File: config.mk
export PLATFORM = sky130hd
export DESIGN_NAME = digit_sprite_ctrl_flat
export DESIGN_NICKNAME = d
export VERILOG_FILES = /design/src/rtl/digit_sprite_ctrl_if.sv /design/src/rtl/digit_sprite_ctrl.sv /design/src/flat_wrapper.sv
export SDC_FILE = /design/constraint.sdc
export NUM_CORES = 1
export LEC_CHECK = 0
export CAP_MARGIN = 40
export CORE_MARGIN = 1
export CORE_UTILIZATION = 51
export CTS_BUF_LIST = sky130_fd_sc_hd__clkbuf_8
export DETAILED_ROUTE_END_ITERATION = 10
export PLACE_DENSITY_LB_ADDON = 0.05
export SYNTH_ARGS = -nofsm -noshare
export SYNTH_HDL_FRONTEND = slang
export SYNTH_SLANG_ARGS = --single-unit
File: constraint.sdc
create_clock -name pixel_clk -period 28.7 [get_ports pixel_clk]
set_input_delay 7.175 -clock pixel_clk [delete_from_list [all_inputs] [get_ports pixel_clk]]
set_output_delay 7.175 -clock pixel_clk [all_outputs]
set_load 0.1 [all_outputs]
File: src/rtl/digit_sprite_ctrl_if.sv
`default_nettype none
// ============================================================================
// Module      : digit_sprite_ctrl_if
// Description : Pixel-scan, sprite-config and ROM/colour-alignment bus for the
//               digit sprite controller.
// Revision    : 1.0 - initial release
// ============================================================================
interface digit_sprite_ctrl_if #(
    parameter int ADDR_W = 17
);
    logic [10:0]       hcount;
    logic [9:0]        vcount;
    logic              frame_start;
    logic              cfg_we;
    logic [1:0]        cfg_slot;
    logic [10:0]       cfg_x;
    logic [9:0]        cfg_y;
    logic [3:0]        cfg_digit;
    logic              cfg_en;
    logic              cfg_err;
    logic [ADDR_W-1:0] rom_addr;
    logic [3:0]        rom_digit;
    logic              pix_valid;
    logic [1:0]        pix_slot;

    modport master (
        output hcount, vcount, frame_start,
        output cfg_we, cfg_slot, cfg_x, cfg_y, cfg_digit, cfg_en,
        input  cfg_err, rom_addr, rom_digit, pix_valid, pix_slot
    );

    modport slave (
        input  hcount, vcount, frame_start,
        input  cfg_we, cfg_slot, cfg_x, cfg_y, cfg_digit, cfg_en,
        output cfg_err, rom_addr, rom_digit, pix_valid, pix_slot
    );
endinterface
`default_nettype wire

File: src/rtl/digit_sprite_ctrl.sv
`default_nettype none
// ============================================================================
// Module      : digit_sprite_ctrl
// Description : Per-pixel slot arbitration, shared digit-ROM addressing and
//               frame-committed sprite configuration.
// Revision    : 1.0 - initial release
// ============================================================================
module digit_sprite_ctrl #(
    parameter int NUM_SLOTS = 4,
    parameter int WIDTH     = 150,
    parameter int HEIGHT    = 150,
    parameter int ADDR_W    = 17,
    parameter int PIPE      = 4
) (
    input  wire logic          pixel_clk,
    input  wire logic          reset,
    digit_sprite_ctrl_if.slave bus
);

    typedef struct packed {
        logic        en;
        logic [10:0] x;
        logic [9:0]  y;
        logic [3:0]  digit;
    } slot_t;

    slot_t [NUM_SLOTS-1:0] r_shadow;
    slot_t [NUM_SLOTS-1:0] r_active;
    slot_t [NUM_SLOTS-1:0] w_shadow_nxt;

    logic                  w_cfg_ok;
    logic [NUM_SLOTS-1:0]  w_hit;
    logic                  w_any;
    logic [1:0]            w_win;
    slot_t                 w_win_cfg;
    logic [10:0]           w_dx;
    logic [9:0]            w_dy;
    logic [31:0]           w_addr_full;

    logic                  r_cfg_err;
    logic [ADDR_W-1:0]     r_rom_addr;
    logic [3:0]            r_rom_digit;
    logic [PIPE-1:0]       r_vld_pipe;
    logic [PIPE-1:0][1:0]  r_slot_pipe;

    assign w_cfg_ok = (32'(bus.cfg_slot) < 32'(NUM_SLOTS)) && (bus.cfg_digit <= 4'd9);

    // Writes landing in the commit cycle must be part of the committed set.
    always_comb begin
        w_shadow_nxt = r_shadow;
        if (bus.cfg_we && w_cfg_ok) begin
            w_shadow_nxt[bus.cfg_slot] = {bus.cfg_en, bus.cfg_x, bus.cfg_y, bus.cfg_digit};
        end
    end

    // Upper bounds widened by one bit so sprites near the right/bottom edge clip instead of wrapping.
    generate
        for (genvar g = 0; g < NUM_SLOTS; g++) begin : g_hit
            assign w_hit[g] = r_active[g].en
                && (bus.hcount >= r_active[g].x)
                && (12'(bus.hcount) < (12'(r_active[g].x) + 12'(WIDTH)))
                && (bus.vcount >= r_active[g].y)
                && (11'(bus.vcount) < (11'(r_active[g].y) + 11'(HEIGHT)));
        end
    endgenerate

    always_comb begin
        w_any = 1'b0;
        w_win = '0;
        for (int i = NUM_SLOTS - 1; i >= 0; i--) begin
            if (w_hit[i]) begin
                w_any = 1'b1;
                w_win = 2'(i);
            end
        end
    end

    assign w_win_cfg   = r_active[w_win];
    assign w_dx        = bus.hcount - w_win_cfg.x;
    assign w_dy        = bus.vcount - w_win_cfg.y;
    assign w_addr_full = 32'(w_dx) + (32'(w_dy) * 32'(WIDTH));

    always_ff @(posedge pixel_clk) begin
        if (reset) begin
            r_shadow    <= '0;
            r_active    <= '0;
            r_cfg_err   <= 1'b0;
            r_rom_addr  <= '0;
            r_rom_digit <= '0;
            r_vld_pipe  <= '0;
            r_slot_pipe <= '0;
        end else begin
            r_shadow  <= w_shadow_nxt;
            if (bus.frame_start) begin
                r_active <= w_shadow_nxt;
            end
            r_cfg_err   <= bus.cfg_we && !w_cfg_ok;
            r_rom_addr  <= w_any ? ADDR_W'(w_addr_full) : '0;
            r_rom_digit <= w_any ? w_win_cfg.digit : 4'd0;
            r_vld_pipe  <= {r_vld_pipe[PIPE-2:0], w_any};
            r_slot_pipe <= {r_slot_pipe[PIPE-2:0], w_win};
        end
    end

    assign bus.cfg_err   = r_cfg_err;
    assign bus.rom_addr  = r_rom_addr;
    assign bus.rom_digit = r_rom_digit;
    assign bus.pix_valid = r_vld_pipe[PIPE-1];
    assign bus.pix_slot  = r_slot_pipe[PIPE-1];

endmodule
`default_nettype wire

File: src/flat_wrapper.sv
// flat-port wrapper written by rule: the top's interface ports become plain ports
module digit_sprite_ctrl_flat 
#(
    parameter int NUM_SLOTS = 4,
    parameter int WIDTH     = 150,
    parameter int HEIGHT    = 150,
    parameter int ADDR_W    = 17,
    parameter int PIPE      = 4
)
  (pixel_clk, reset, bus_hcount, bus_vcount, bus_frame_start, bus_cfg_we, bus_cfg_slot, bus_cfg_x, bus_cfg_y, bus_cfg_digit, bus_cfg_en, bus_cfg_err, bus_rom_addr, bus_rom_digit, bus_pix_valid, bus_pix_slot);
  digit_sprite_ctrl_if #(.ADDR_W(ADDR_W)) bus_i ();
  input  wire logic pixel_clk;
  input  wire logic reset;
  input wire logic [$bits(bus_i.hcount)-1:0] bus_hcount;
  input wire logic [$bits(bus_i.vcount)-1:0] bus_vcount;
  input wire logic [$bits(bus_i.frame_start)-1:0] bus_frame_start;
  input wire logic [$bits(bus_i.cfg_we)-1:0] bus_cfg_we;
  input wire logic [$bits(bus_i.cfg_slot)-1:0] bus_cfg_slot;
  input wire logic [$bits(bus_i.cfg_x)-1:0] bus_cfg_x;
  input wire logic [$bits(bus_i.cfg_y)-1:0] bus_cfg_y;
  input wire logic [$bits(bus_i.cfg_digit)-1:0] bus_cfg_digit;
  input wire logic [$bits(bus_i.cfg_en)-1:0] bus_cfg_en;
  output wire logic [$bits(bus_i.cfg_err)-1:0] bus_cfg_err;
  output wire logic [$bits(bus_i.rom_addr)-1:0] bus_rom_addr;
  output wire logic [$bits(bus_i.rom_digit)-1:0] bus_rom_digit;
  output wire logic [$bits(bus_i.pix_valid)-1:0] bus_pix_valid;
  output wire logic [$bits(bus_i.pix_slot)-1:0] bus_pix_slot;
  assign bus_i.hcount = bus_hcount;
  assign bus_i.vcount = bus_vcount;
  assign bus_i.frame_start = bus_frame_start;
  assign bus_i.cfg_we = bus_cfg_we;
  assign bus_i.cfg_slot = bus_cfg_slot;
  assign bus_i.cfg_x = bus_cfg_x;
  assign bus_i.cfg_y = bus_cfg_y;
  assign bus_i.cfg_digit = bus_cfg_digit;
  assign bus_i.cfg_en = bus_cfg_en;
  assign bus_cfg_err = bus_i.cfg_err;
  assign bus_rom_addr = bus_i.rom_addr;
  assign bus_rom_digit = bus_i.rom_digit;
  assign bus_pix_valid = bus_i.pix_valid;
  assign bus_pix_slot = bus_i.pix_slot;
  digit_sprite_ctrl #(.NUM_SLOTS(NUM_SLOTS), .WIDTH(WIDTH), .HEIGHT(HEIGHT), .ADDR_W(ADDR_W), .PIPE(PIPE)) u_core (.pixel_clk(pixel_clk), .reset(reset), .bus(bus_i));
endmodule
==> metrics.txt <==
CP Capture Type register; CP dominant cell by count ha_1; Hold Vio Cnt, Final 0; Switching Fraction 0.415; post-synth net total 2098; final setup violation count 0; Slew Limit Fails 0; gr usage total 0.258; max cap viols 0; CTS tree yes; Post-Route M1 WL 20100 um; DRC violations left 0; CP Class input port to register; fin crit period 16.13 ns; final critical-path share of the clock period 0.562; I/O pins 78; Setup crit end u_core.bus.rom_addr[16]$_SDFF_PP0_; crit path DAT 16.57 ns; via count ~13000; Slew headroom 0.410; CP max stage cell clkdlybuf4s50_1; Reg power frac 0.240; initial antenna violation count 1; die span in y 178 um; worst setup path start bus_vcount[8]; layout cell share with drive strength beyond 1 0.0615; CP required 29.15 ns; R2R depth 38; internal power 0.000894 W; first-pass GRT wire length roughly 64000 um; flop and latch count out of synthesis 242; sequential element share of the synthesized area 0.305; pwr dens around 84 mW/mm^2; asr flop ratio synth 0; WP depth 34; # H-tree levels 2; EDFF count, synth 0; setup bufs post-CTS 0; Area Growth Syn to Fin 14.6%; first-pass detailed-route iteration total 5; DR WL met2 between 15000 and 20000 um; gr ovfl total 0; max layer used met5; ANT nets after route 0; final WL 40300 um; fill count 2754; Post-Layout Cell Count 2298; Slew @ Worst Pin 0.885 ns; die area roughly 0.032 sq mm; Finished Cell Area 0.0182 sq mm; total negative slack 0 ns; Hold Buf Count CTS 0; worst path bufs/invs 3; Core Box Area 0.0306 sq mm; Comb power frac 0.554; post-detail-place hpwl approximately 30000 um; r2r setup slk 18.67 ns; Clock Latency Late Sink ~0.57 ns; Tot Pwr approximately 0.0015 W; area leader, netlist dfxtp_1; Resized cells post-CTS 0; Clock power frac 0.207; Wirelength per Cell 17.5 um; FP Rows between 60 and 70; Final GP Congestion 0.946; Hold Crit Class register to register; IO buf count 77; WHS 0.435 ns; total CTS buffers 42; Mapped Avg Cell Area roughly 9 sq um; Sw Pwr 0.000633 W; Largest delay share family, worst path compound AO/OA/AOI/OAI gates; most common flop cell mapped by yosys dfxtp_1; synth warn 0; Achievable Freq between 60 and 70 MHz; final net count between 2000 and 2500; Starting Density 0.519; n_diodes 0; Reg-to-Reg End u_core.bus.rom_addr[16]$_SDFF_PP0_; CTS clk-pin slew, worst paths 0.05 ns; Num Clock Sinks 242; RSZ-0062 raised after global routing false; number of global-route vias before repair 12200; Peak VDD IR between 0.1 and 0.15 mV; die width 178 um; slowest cell delay on critical path 0.88 ns; proportion of netlist area held by the largest area contributor 0.305; outcome complete, no violations; P_leak 7.88 nW; clock skew 0.0384 ns; CP max FO between 40 and 50; Gate Count Post-Synth 1793; First DRT Iteration DRCs roughly 680; Vias/cell around 5.5; Met3 Wirelength approximately 1900 um; clock buffer depth 3; cell area after synthesis 0.0159 sq mm; Distinct cells, synth 74; Reg2Reg Launch Point u_core.r_active[57]$_SDFFE_PP0P_; synth top area cells dfxtp_1 (31%), ha_1 (19%), mux2i_1 (7.2%); placed cell count approximately 2200; area post-placement 0.0173 sq mm; clk root buf clkbuf_8; largest net degree at the start of global routing ~130; critical path startpoint category input port
[cells by family after synthesis]
logic type,synth area share
adders and majority gates,0.205
AOI/OAI and AO/OA,0.183
buffers and inverters,0.0516
xor gates and xnor gates,0.0540
DFF,0.305
and+or+nand+nor,0.126
muxes,0.0748
[cell type report]
type                            count  area, sq um  area share
Multi-Input combinational cell   1346        10200       0.562
Clock inverter                     18         92.6     0.00509
Sequential cell                   242         4840       0.266
Clock buffer                       55          757      0.0416
Inverter                          129          484      0.0266
Tap cell                          396          495      0.0272
Timing Repair Buffer              112         1300      0.0713
[per-layer routing]
metal  up-vias  global-route usage
li1       6514                   -
met1      5895               0.364
met2       223               0.399
met3        75              0.0420
met4         2              0.0833
met5         -                   0
[power groups by stage]
stage / registers, W / logic, W / clock network (W)
after floorplan: 0.000391 / 0.000654 / 0
after global placement: 0.000373 / 0.000818 / 0
after detailed placement: 0.000373 / 0.000847 / 0
after CTS: 0.000366 / 0.000853 / 0.000325
after global routing: 0.000368 / 0.000954 / 0.000341
final: 0.000366 / 0.000846 / 0.000315
[worst min path at each step]
stage                                             end                              from  cells past startpoint
floorplan           u_core.bus.pix_slot[0]$_SDFF_PP0_  u_core.r_slot_pipe[4]$_SDFF_PP0_                      1
global placement    u_core.bus.pix_slot[1]$_SDFF_PP0_  u_core.r_slot_pipe[5]$_SDFF_PP0_                      1
detailed placement  u_core.bus.pix_slot[1]$_SDFF_PP0_  u_core.r_slot_pipe[5]$_SDFF_PP0_                      1
CTS                 u_core.bus.pix_slot[1]$_SDFF_PP0_  u_core.r_slot_pipe[5]$_SDFF_PP0_                      1
global route        u_core.bus.pix_slot[1]$_SDFF_PP0_  u_core.r_slot_pipe[5]$_SDFF_PP0_                      1
finish              u_core.bus.pix_slot[1]$_SDFF_PP0_  u_core.r_slot_pipe[5]$_SDFF_PP0_                      1
[cells in the mapped netlist, drive strengths merged (5+ instances only)]
cell	n
nor2b	26
clkbuf	60
a21o	26
fa	13
ha	239
nor3b	5
dfxtp	242
o21ai	94
o21a	20
xor2	20
o211ai	27
nor2	270
a211oi	124
nand4	8
nand3	15
a31oi	9
nand2b	10
nand2	79
a21oi	65
inv	129
nor3	19
a2111oi	10
buf	16
xnor2	77
and2	5
o21bai	5
mux2i	114
a21boi	8
[flip-flops by register name (all words and copies together), names as in the netlist]
signal                count
u_core.r_active         104
u_core.bus.pix_slot       2
u_core.bus.rom_addr      17
u_core.r_vld_pipe         4
u_core.bus.cfg_err        1
u_core.r_slot_pipe        6
u_core.r_shadow         104
u_core.bus.rom_digit      4
[cell usage in the layout (no fill, tap or decap), drive strengths merged, types with 3 or more instances in the layout]
cell	Yosys	routed
a2111oi	10	10
a211o	4	4
a211oi	124	124
a21boi	8	8
a21o	26	26
a21oi	65	65
a31oi	9	9
a41oi	4	4
and2	5	5
and3	3	3
buf	16	37
clkbuf	60	55
clkdlybuf4s50	0	75
dfxtp	242	242
fa	13	13
ha	239	239
inv	129	145
mux2	4	4
mux2i	114	114
nand2	79	79
nand2b	10	10
nand3	15	15
nand4	8	8
nor2	270	270
nor2b	26	26
nor3	19	19
nor3b	5	5
nor4	4	4
o211a	3	3
o211ai	27	27
o21a	20	20
o21ai	94	94
o21bai	5	5
o31ai	4	4
xnor2	77	77
xor2	20	20
[metrics by stage]
stage / setup slack (ns) / util
2_1_floorplan: 14.12 / -
6_report: 12.57 / 0.594
3_3_place_gp: 12.14 / 0.551
4_1_cts: 12.57 / 0.594
3_5_place_dp: 12.04 / 0.567
5_1_grt: 11.92 / 0.594
(Power assumes the default switching activity.)
